===== config.mk =====
export PLATFORM = sky130hd
export DESIGN_NAME = prim_arb_ingress
export DESIGN_NICKNAME = d
export VERILOG_FILES = /design/src/rtl/prim_arb_ingress.sv
export SDC_FILE = /design/constraint.sdc
export NUM_CORES = 1
export LEC_CHECK = 0
export CORE_UTILIZATION = 52
export CTS_CLUSTER_DIAMETER = 200
export DETAILED_ROUTE_END_ITERATION = 10
export PLACE_DENSITY = 0.9
export SYNTH_ARGS = -nofsm -noshare
export SYNTH_HDL_FRONTEND = slang
export SYNTH_SLANG_ARGS = --single-unit

===== constraint.sdc =====
create_clock -name clk_i -period 5.9 [get_ports clk_i]
set_input_delay 1.18 -clock clk_i [delete_from_list [all_inputs] [get_ports clk_i]]
set_output_delay 1.18 -clock clk_i [all_outputs]
set_load 0.05 [all_outputs]

===== src/rtl/prim_arb_ingress.sv =====
// prim_arb_ingress
// ----------------
// Per-requester ingress buffer placed directly in front of the round-robin
// arbiter. Each of the N source channels owns a small FIFO of Depth entries.
// The head entry of each non-empty FIFO is presented to the arbiter as a
// request plus data. The head is popped when the arbiter grant returns.
//
// Handshake: a source beat is accepted when src_valid_i[i] & src_ready_o[i].
// An arbiter beat is consumed when gnt_i[i] & req_o[i]. Ready and request are
// both derived purely from registered occupancy. There is no combinational
// path from src_valid_i or gnt_i to any output. For that reason a full
// channel cannot accept a push in the same cycle that it pops.
//
// Ports:
//   clk_i, rst_ni       clock, asynchronous active-low reset
//   src_valid_i[N]      per-channel push request
//   src_ready_o[N]      per-channel space available (count < Depth)
//   src_data_i[N*DW]    channel i data at [i*DW +: DW]
//   req_o[N]            channel i non-empty
//   data_o[N*DW]        channel i head entry, zero when the channel is empty
//   gnt_i[N]            arbiter grant, pops the head of each granted channel
//   depth_o[N*CW]       channel i occupancy at [i*CW +: CW]
//   gnt_err_o           one-cycle registered pulse: grant to an empty channel
module prim_arb_ingress #(
    parameter int N     = 4,
    parameter int DW    = 32,
    parameter int Depth = 2,
    parameter int CW    = $clog2(Depth + 1)
) (
    input  logic              clk_i,
    input  logic              rst_ni,
    input  logic [N-1:0]      src_valid_i,
    output logic [N-1:0]      src_ready_o,
    input  logic [N*DW-1:0]   src_data_i,
    output logic [N-1:0]      req_o,
    output logic [N*DW-1:0]   data_o,
    input  logic [N-1:0]      gnt_i,
    output logic [N*CW-1:0]   depth_o,
    output logic              gnt_err_o
);

    // The pointer width is kept at a minimum of one bit so that the
    // declarations stay legal. Depth == 1 does not use pointers at all.
    localparam int PW = (Depth > 1) ? $clog2(Depth) : 1;

    for (genvar g = 0; g < N; g++) begin : g_ch
        logic [CW-1:0] count_q, count_d;
        logic          push, pop;
        logic [DW-1:0] head;

        always_comb begin
            push    = src_valid_i[g] & src_ready_o[g];
            pop     = gnt_i[g] & req_o[g];
            count_d = count_q;
            if (push && !pop) begin
                count_d = count_q + CW'(1);
            end else if (pop && !push) begin
                count_d = count_q - CW'(1);
            end
        end

        always_ff @(posedge clk_i or negedge rst_ni) begin
            if (!rst_ni) begin
                count_q <= '0;
            end else begin
                count_q <= count_d;
            end
        end

        if (Depth == 1) begin : g_reg
            // A single entry: the count doubles as the valid bit.
            logic [DW-1:0] mem_q;

            // The storage is deliberately not reset. The data are qualified by count.
            always_ff @(posedge clk_i) begin
                if (push) begin
                    mem_q <= src_data_i[g*DW +: DW];
                end
            end

            assign head = mem_q;
        end else begin : g_fifo
            logic [PW-1:0] wptr_q, wptr_d, rptr_q, rptr_d;
            logic [DW-1:0] mem_q [Depth];

            // The pointers wrap modulo Depth. Depth need not be a power of two.
            always_comb begin
                wptr_d = wptr_q;
                rptr_d = rptr_q;
                if (push) begin
                    wptr_d = (wptr_q == PW'(Depth - 1)) ? '0 : wptr_q + PW'(1);
                end
                if (pop) begin
                    rptr_d = (rptr_q == PW'(Depth - 1)) ? '0 : rptr_q + PW'(1);
                end
            end

            always_ff @(posedge clk_i or negedge rst_ni) begin
                if (!rst_ni) begin
                    wptr_q <= '0;
                    rptr_q <= '0;
                end else begin
                    wptr_q <= wptr_d;
                    rptr_q <= rptr_d;
                end
            end

            always_ff @(posedge clk_i) begin
                if (push) begin
                    mem_q[wptr_q] <= src_data_i[g*DW +: DW];
                end
            end

            assign head = mem_q[rptr_q];
        end

        assign src_ready_o[g]          = (count_q < CW'(Depth));
        assign req_o[g]                = (count_q != '0);
        assign data_o[g*DW +: DW]      = req_o[g] ? head : '0;
        assign depth_o[g*CW +: CW]     = count_q;
    end

    // Any grant to an empty channel is flagged. Several such grants in one
    // cycle still collapse into a single pulse.
    logic gnt_err_q, gnt_err_d;

    always_comb begin
        gnt_err_d = |(gnt_i & ~req_o);
    end

    always_ff @(posedge clk_i or negedge rst_ni) begin
        if (!rst_ni) begin
            gnt_err_q <= 1'b0;
        end else begin
            gnt_err_q <= gnt_err_d;
        end
    end

    assign gnt_err_o = gnt_err_q;

endmodule


==> results of run 1 <==
[worst register-to-register path: stages (launching register included)]
cell and delay, ns:
dfrtp_1 0.43, and2b_1 0.29, nor2b_2 0.64, buf_4 0.41
[cells in the mapped netlist]
| cell type | number | area share |
|---|---|---|
| inv_1 | 4 | 0.0014 |
| a22oi_1 | 2 | 0.0014 |
| mux2i_1 | 128 | 0.12 |
| xor2_1 | 8 | 0.0066 |
| inv_2 | 4 | 0.0014 |
| buf_8 | 12 | 0.017 |
| and2_1 | 4 | 0.0024 |
| xnor2_1 | 12 | 0.0099 |
| edfxtp_1 | 256 | 0.73 |
| ha_1 | 4 | 0.0047 |
| nor2_1 | 132 | 0.047 |
| nor2_4 | 4 | 0.0043 |
| nor2b_1 | 4 | 0.0024 |
| buf_2 | 12 | 0.0057 |
| dfrtp_1 | 17 | 0.040 |
| nand2_2 | 4 | 0.0024 |
| and2b_1 | 4 | 0.0028 |
| nand2_1 | 1 | 0.00035 |
| buf_4 | 4 | 0.0028 |
[metal layers]
metal / GRT usage / up-vias
li1: - / 2833
met1: 0.2213 / 2913
met2: 0.3646 / 254
met3: 0.07667 / 46
met4: 0.07978 / 0
met5: 0 / -
[power groups by stage]
| stage | logic [mW] | registers [mW] | clock network, mW |
|---|---|---|---|
| after floorplan | 3.20 | 2.82 | 0 |
| after global placement | 4.39 | 2.94 | 0 |
| after detailed placement | 4.44 | 2.97 | 0 |
| after CTS | 4.47 | 2.93 | 1.59 |
| after global routing | 4.64 | 2.97 | 1.66 |
| final | 4.44 | 2.92 | 1.55 |
[registers in the layout (all words and copies together) (netlist names)]
register and flops:
gnt_err_o 1, g_ch.g_fifo.mem_q 256, g_ch.count_q 8, g_ch.g_fifo.wptr_q 4
g_ch.g_fifo.rptr_q 4
[final cells by class]
type                    count  area, um2  share of cell area
clock buffers              38      716.9             0.05000
multi-input cells         307       2181              0.1521
well taps                 265      331.6             0.02312
clock inverters            11      80.08            0.005584
flip-flops and latches    273       8118              0.5661
repair buffers            290       2883              0.2010
inverters                   8      30.03            0.002094
[worst max path at each step]
| stage | to | cells after the start | slack (ns) |
|---|---|---|---|
| floorplan | g_ch[0].g_fifo.mem_q[0][0]$_DFFE_PP_ | 2 | 2.65 |
| global placement | data_o[21] | 3 | 2.52 |
| detailed placement | data_o[3] | 3 | 2.50 |
| CTS | data_o[7] | 3 | 1.91 |
| global route | data_o[1] | 3 | 1.82 |
| finish | data_o[7] | 3 | 1.92 |
[logic make-up after synthesis]
| group | synth area share |
|---|---|
| DFF | 0.7665 |
| AOI/OAI and AO/OA | 0.001418 |
| and+or+nand+nor | 0.06135 |
| buffers and inverters | 0.02837 |
| muxes | 0.1211 |
| adders and majority gates | 0.004729 |
| xor gates and xnor gates | 0.01655 |
==> results.yml, run 1 <==
critical_path:
  r2r_slack_ns: 3.81
  end_kind: "output port"
  cp_max_fo: 33
  crit_arrival_ns: 2.80
  r2r_cells: 3
  critPathLaunchType: "register"
  crit_family: "flip-flops"
  critical_path.max_stage_delay_ns: 1.00
  cp.required_ns: 4.72
  crit_type: "reg2out"
  crit_slowest_cell: "dfrtp_2"
  crit_buf_inv: 1
  rr_endpoint: "g_ch[3].g_fifo.mem_q[0][19]$_DFFE_PP_"
  r2r_start: "g_ch[3].count_q[1]$_DFFE_PN0P_"
  crit_chain: "mux2i_1, nor2_1, clkdlybuf4s50_1"
  crit_path_start: "g_ch[0].g_fifo.rptr_q$_DFFE_PN0P_"
floorplanning:
  fp.dieW_um: 144.7
  io-pin-count: 283
  rows: 51
  fp.dieH_um: 144.7
  coreArea_mm2: 0.01972
  start_util: 0.5368
  dieArea_mm2: 0.02093
power:
  switchingPower_mw: 3.966
  p_leak_nw: 5.312
  switching_share: 0.4453
  ir_drop_v: 0.0004492
  p_clk_frac: 0.174
  power_mw: 8.907
  internal_power_mw: 4.941
  p_comb_frac: 0.498
  seq_power_share: 0.328
  p_per_area_mw_per_mm2: 621.1
sta:
  rsz0062_at_grt: "false"
  worst-slew-pin-transition_ns: 1.002
  layout_setup_ws_ns: 1.923
  setup_tns_ns: 0
  post-route-period-util: 0.6740
  maxSlewHeadroom: 0.3323
  setup_viol: 0
  timing.hold.ws_ns: 0.5034
  finClkSkew_ns: 0.01498
  layout_min_cycle_time_ns: 3.977
  finalHoldViolCount: 0
  fmax_ghz: 0.2515
  slew_viol_final: 0
clock_network:
  post_cts.repair.setup_buffers: 0
  hold_buffers: 0
  htreeDepth: 1
  cts_tree: "built"
  post_cts_resized: 0
  cts_sinks: 273
  clk_latency_ns: 0.53
  clk_pin_slew_ns: 0.06
  cts_buffers: 27
  cts_buffer_depth: 3
  cts-root-buf: "clkbuf_16"
routing:
  drt_iter0_drc: 271
  num_vias: 6046
  wl_per_cell_um: 18.46
  ant_nets: 0
  post_drt_via_cell_ratio: 5.072
  top_layer: "met4"
  wirelength_um: 22010
  drc: 0
  wl_met2_um: 11210
  m1WireLength_um: 7892
  drt_first_pass_iters: 6
  dr_wl_met3_um: 2193
synthesis:
  netlist_area_mm2: 0.01058
  yosysSeqAreaShare: 0.7665
  syn_area_per_cell_um2: 17.18
  synth-seq-cells: 273
  ys_warn_count: 0
  synth_cells: 616
  synth.distinct_cells: 19
  synthesis.nets: 758
place:
  dp.cells: 1143
  post-place-ws_ns: 2.498
  dpl.hpwl_um: 14730
  dpl-instance-area_mm2: 0.01354
  gp_congestion: 0.7286
  port_buffers: 282
global_routing:
  grt_pass1_vias: 6216
  grt_util_all_layers: 0.2053
  overflow: 0
  grt_pass1_wl_um: 32290
  grt_max_degree: 35
  antenna_found_initial: 0
outcome:
  outcome: "finished, final reports clean"
worst_hold_path:
  hold_depth: 1
  min_from: "g_ch[2].g_fifo.wptr_q$_DFFE_PN0P_"
  min_to: "g_ch[2].g_fifo.wptr_q$_DFFE_PN0P_"
  hp-class: "reg2reg"
final_layout:
  finish.utilization: 0.7273
  fin_area_mm2: 0.01434
  drive_gt1_frac: 0.06796
  stdcell_count: 1192
  n_fill_cell: 1198
  area.growth.synth_to_final_pct: 35.49
  layout_commonest_cell: "clkdlybuf4s50_1"
  final_cell_mix: "clkdlybuf4s50_1, edfxtp_1, nor2_1"
  num_antenna_cells: 0
  finalNetCount: 1049
job:
  cap_violations: 0
(Power assumes the default switching activity.)
==> run 2, diff against run 1 <==
--- a/config.mk
+++ b/config.mk
@@ -5,10 +5,10 @@
 export SDC_FILE = /design/constraint.sdc
 export NUM_CORES = 1
 export LEC_CHECK = 0
-export CORE_UTILIZATION = 52
+export CORE_UTILIZATION = 44
 export CTS_CLUSTER_DIAMETER = 200
 export DETAILED_ROUTE_END_ITERATION = 10
-export PLACE_DENSITY = 0.9
+export PLACE_DENSITY = 0.82
 export SYNTH_ARGS = -nofsm -noshare
 export SYNTH_HDL_FRONTEND = slang
 export SYNTH_SLANG_ARGS = --single-unit
==> constraint.sdc (replaced) <==
create_clock -name clk_i -period 3.65 [get_ports clk_i]
set_input_delay 0.73 -clock clk_i [delete_from_list [all_inputs] [get_ports clk_i]]
set_output_delay 0.73 -clock clk_i [all_outputs]
set_load 0.05 [all_outputs]
==> results.yml, run 2 (synthesis gave the netlist of run 1 again) <==
outcome:
  outcome: "finished, final reports clean"
global_routing:
  grt_util_all_layers: 0.1783
  grt_max_degree: 35
  grt_pass1_vias: 6244
  grt_pass1_wl_um: 33270
  antenna_found_initial: 0
  overflow: 0
final_layout:
  area.growth.synth_to_final_pct: 38.63
  num_antenna_cells: 0
  top_regs: "g_ch.g_fifo.mem_q x256, g_ch.count_q x8"
  fin_area_mm2: 0.01467
  final_cell_mix: "clkdlybuf4s50_1, edfxtp_1, nor2_1"
  regMostFlops: "g_ch.g_fifo.mem_q"
  n_fill_cell: 1736
  largest_reg_flops: 256
  finalNetCount: 1059
  layout_commonest_cell: "clkdlybuf4s50_1"
  drive_gt1_frac: 0.07987
clock_network:
  post_cts.repair.setup_buffers: 0
  hold_buffers: 0
  htreeDepth: 1
  cts_buffer_depth: 3
  cts_buffers: 28
  cts_tree: "built"
  clk_pin_slew_ns: 0.06
  cts-root-buf: "clkbuf_16"
  post_cts_resized: 0
  clk_latency_ns: 0.53
  cts_sinks: 273
routing:
  post_drt_via_cell_ratio: 4.838
  drt_iter0_drc: 309
  wl_per_cell_um: 18.02
  ant_nets: 0
  wirelength_um: 22670
  num_vias: 6086
  drt_first_pass_iters: 5
  drc: 0
critical_path:
  crit_buf_inv: 2
  crit_chain: "buf_4, mux2i_1, nor2_1, clkdlybuf4s50_1"
  crit_family: "buffers and inverters"
  critical_path.max_stage_delay_ns: 0.81
  critPathLaunchType: "register"
  r2r_slack_ns: 1.66
  crit_arrival_ns: 2.66
  crit_slowest_cell: "dfrtp_2"
  crit_type: "reg2out"
  r2r_start: "g_ch[0].count_q[0]$_DFFE_PN0P_"
  cp_max_fo: 24
  r2r_cells: 7
  end_kind: "output port"
  cp.required_ns: 2.92
  rr_endpoint: "g_ch[0].count_q[1]$_DFFE_PN0P_"
sta:
  finalHoldViolCount: 0
  maxSlewHeadroom: 0.3835
  layout_min_cycle_time_ns: 3.391
  setup_tns_ns: 0
  finClkSkew_ns: 0.01601
  worst-slew-pin-transition_ns: 0.9219
  fmax_ghz: 0.2949
  setup_viol: 0
  post-route-period-util: 0.9291
  slew_viol_final: 0
  rsz0062_at_grt: "false"
floorplanning:
  coreArea_mm2: 0.02354
  fp.dieH_um: 157.1
  dieArea_mm2: 0.02468
  rows: 56
  start_util: 0.4496
  fp.dieW_um: 157.1
  io-pin-count: 283
worst_hold_path:
  hp-class: "reg2reg"
  min_to: "g_ch[0].g_fifo.wptr_q$_DFFE_PN0P_"
  hold_depth: 1
  min_from: "g_ch[0].g_fifo.wptr_q$_DFFE_PN0P_"
place:
  dpl.hpwl_um: 15480
  gp_congestion: 0.7809
  dpl-instance-area_mm2: 0.01373
  port_buffers: 282
power:
  p_per_area_mw_per_mm2: 1015
  p_leak_nw: 5.434
  ir_drop_v: 0.0006384
job:
  cap_violations: 0
## run 2: cell types whose count changed in the layout (fill, tap and decap cells not counted), moves of 2 or more
cell        previous run  this run
buf_4                  8        13
clkbuf_1              11         6
clkinv_2               6         1
buf_12                 0         4
clkinv_1               3         7
bufinv_16              1         4
clkbuf_16             27        29
clkinvlp_4             0         2
## run 2: cell type report
type,instances,area [um2],share of cell area
sequential,273,8117,0.5532
timing repair buffer,299,3000,0.2045
multi-input combinational,307,2181,0.1486
clock buffer,36,762.0,0.05193
tap,319,399.1,0.02720
clock inverter,16,183.9,0.01254
inverter,8,30.03,0.002047
## run 2: routing by layer
layer	vias up	share of wire	GRT usage
met4	0	0.024	0.05409
met2	245	0.50	0.3143
li1	2854	-	-
met1	2943	0.39	0.2081
met5	-	0	0
met3	44	0.091	0.05507
## run 2: how the worst max path moves through the flow
stage                                            startpoint                              endpoint  slack, ns  cells past startpoint
final                     g_ch[0].g_fifo.rptr_q$_DFFE_PN0P_                             data_o[9]       0.26                      4
after floorplan              g_ch[0].count_q[1]$_DFFE_PN0P_  g_ch[0].g_fifo.mem_q[0][0]$_DFFE_PP_       0.83                      2
after detailed placement  g_ch[0].g_fifo.rptr_q$_DFFE_PN0P_                             data_o[9]       0.76                      4
after global placement    g_ch[0].g_fifo.rptr_q$_DFFE_PN0P_                            data_o[30]       0.81                      4
after global routing      g_ch[0].g_fifo.rptr_q$_DFFE_PN0P_                            data_o[26]       0.13                      4
after CTS                 g_ch[0].g_fifo.rptr_q$_DFFE_PN0P_                             data_o[9]       0.21                      4
## run 2: per-stage QoR
step	power [mW]	instances	hold slack [ns]	util	worst slack, ns
after detailed placement	12.11	1206	0.4989	0.5831	0.7621
after global placement	12.01	1206	0.4876	0.5831	0.8126
final	14.89	1258	0.5037	0.6232	0.2590
after floorplan	9.733	616	0.4344	-	0.8257
after CTS	15.03	1258	0.5115	0.6232	0.2071
after global routing	15.47	1258	0.5182	0.6232	0.1261
## run 2: where the power goes
group	internal, mW	switching, mW	leakage, nW
clock network	1.75	1.13	0.452
registers	4.13	0.367	2.55
logic	2.50	5.01	2.44
total	8.39	6.50	5.43
==> run 3, diff against run 2 <==
--- a/config.mk
+++ b/config.mk
@@ -5,10 +5,13 @@
 export SDC_FILE = /design/constraint.sdc
 export NUM_CORES = 1
 export LEC_CHECK = 0
-export CORE_UTILIZATION = 44
+export CAP_MARGIN = 5
+export CELL_PAD_IN_SITES_DETAIL_PLACEMENT = 0
+export CELL_PAD_IN_SITES_GLOBAL_PLACEMENT = 1
+export CORE_UTILIZATION = 36
 export CTS_CLUSTER_DIAMETER = 200
 export DETAILED_ROUTE_END_ITERATION = 10
-export PLACE_DENSITY = 0.82
+export PLACE_DENSITY = 0.81
 export SYNTH_ARGS = -nofsm -noshare
 export SYNTH_HDL_FRONTEND = slang
 export SYNTH_SLANG_ARGS = --single-unit
==> results.yml, run 3 (synthesis gave the netlist of run 1 again) <==
outcome:
  outcome: "finished, final reports clean"
clock_network:
  cts_buffer_depth: 3
  clk_pin_slew_ns: 0.06
  clk_latency_ns: 0.52
  post_cts.repair.setup_buffers: 0
  post_cts_resized: 0
  cts_buffers: 27
  cts_tree: "built"
  cts_sinks: 273
  hold_buffers: 0
  htreeDepth: 1
  cts-root-buf: "clkbuf_16"
sta:
  rsz0062_at_grt: "false"
  post-route-period-util: 0.9075
  finalHoldViolCount: 0
  setup_tns_ns: 0
  layout_setup_ws_ns: 0.3377
  layout_min_cycle_time_ns: 3.312
  maxSlewHeadroom: 0.4373
  fmax_ghz: 0.3019
  finClkSkew_ns: 0.01200
  slew_viol_final: 0
  setup_viol: 0
  worst-slew-pin-transition_ns: 0.8421
job:
  cap_violations: 0
floorplanning:
  dieArea_mm2: 0.03009
  fp.dieW_um: 173.5
  io-pin-count: 283
  fp.dieH_um: 173.5
  start_util: 0.3678
  coreArea_mm2: 0.02878
  rows: 62
critical_path:
  crit_path_start: "g_ch[2].count_q[0]$_DFFE_PN0P_"
  end_kind: "output port"
  cp.required_ns: 2.92
  cp_max_fo: 34
  critPathLaunchType: "register"
  r2r_start: "g_ch[2].count_q[0]$_DFFE_PN0P_"
  crit_arrival_ns: 2.58
  crit_type: "reg2out"
power:
  internal_power_mw: 8.234
  switching_share: 0.4382
  power_mw: 14.65
  p_per_area_mw_per_mm2: 997.1
  seq_power_share: 0.309
  p_comb_frac: 0.507
  p_clk_frac: 0.184
  p_leak_nw: 5.428
  switchingPower_mw: 6.421
  ir_drop_v: 0.0006796
final_layout:
  layout_commonest_cell: "clkdlybuf4s50_1"
  area.growth.synth_to_final_pct: 38.87
  stdcell_count: 1324
  top_regs: "g_ch.g_fifo.mem_q x256, g_ch.count_q x8"
  num_antenna_cells: 0
  largest_reg_flops: 256
  fin_area_mm2: 0.01470
  regMostFlops: "g_ch.g_fifo.mem_q"
  finalNetCount: 1063
  final_cell_mix: "clkdlybuf4s50_1, edfxtp_1, nor2_1"
  drive_gt1_frac: 0.08723
place:
  dp.cells: 1276
  dpl-instance-area_mm2: 0.01383
  gp_congestion: 0.7491
  port_buffers: 282
  dpl.hpwl_um: 14900
  post-place-ws_ns: 0.8284
routing:
  ant_nets: 0
  num_vias: 5958
  drt_first_pass_iters: 4
  wl_per_cell_um: 16.46
  post_drt_via_cell_ratio: 4.500
  drt_iter0_drc: 284
  drc: 0
  wirelength_um: 21790
global_routing:
  grt_util_all_layers: 0.1438
  antenna_found_initial: 0
  overflow: 0
  grt_pass1_wl_um: 34130
  grt_max_degree: 35
  grt_pass1_vias: 6262
worst_hold_path:
  min_from: "g_ch[1].g_fifo.wptr_q$_DFFE_PN0P_"
  hp-class: "reg2reg"
run 3: cell type report:
type | count | area, um2
Inverter | 8 | 30.03
Multi-Input combinational cell | 307 | 2191
Timing Repair Buffer | 304 | 3013
Tap cell | 384 | 480.5
Clock inverter | 12 | 136.4
Sequential cell | 273 | 8118
Fill cell | 2400 | 14080
Clock buffer | 36 | 729.5
run 3: per-layer routing:
layer | vias up | GRT usage | wire length [um]
met1 | 2845 | 0.1774 | 8980
met2 | 210 | 0.2478 | 10800
met3 | 32 | 0.03618 | 1544
li1 | 2871 | - | -
met5 | - | 0 | 0
met4 | 0 | 0.04388 | 467
run 3: path summary, 6_finish.rpt:
check | to | slack [ns] | cells past startpoint
worst max-delay path | data_o[76] | 0.34 | 3
worst min-delay path | g_ch[1].g_fifo.wptr_q$_DFFE_PN0P_ | 0.51 | 1
worst min register to register | g_ch[1].g_fifo.wptr_q$_DFFE_PN0P_ | 0.51 | 1
max in group asynchronous | g_ch[0].g_fifo.rptr_q$_DFFE_PN0P_ | 2.84 | 2
min in group asynchronous | g_ch[1].count_q[1]$_DFFE_PN0P_ | 0.55 | 2
worst max register to register | g_ch[2].count_q[1]$_DFFE_PN0P_ | 1.66 | 7
run 3: critical path, cell delays in order, from the launching register on:
cell and delay [ns]:
dfrtp_1 0.46, nor2_4 0.69, nor2_1 0.16, clkdlybuf4s50_1 0.75
run 3: power groups by stage:
stage | clock network (mW) | logic (mW) | registers [mW]
floorplan | 0 | 5.17 | 4.56
global placement | 0 | 7.47 | 4.57
detailed placement | 0 | 7.49 | 4.60
CTS | 2.80 | 7.51 | 4.54
global route | 2.91 | 7.80 | 4.60
finish | 2.70 | 7.43 | 4.52
run 3: metrics by stage:
| step | util | hold WS (ns) |
|---|---|---|
| floorplan | - | 0.4344 |
| global placement | 0.4806 | 0.4858 |
| detailed placement | 0.4806 | 0.4957 |
| CTS | 0.5107 | 0.5047 |
| global route | 0.5107 | 0.5351 |
| finish | 0.5107 | 0.5080 |
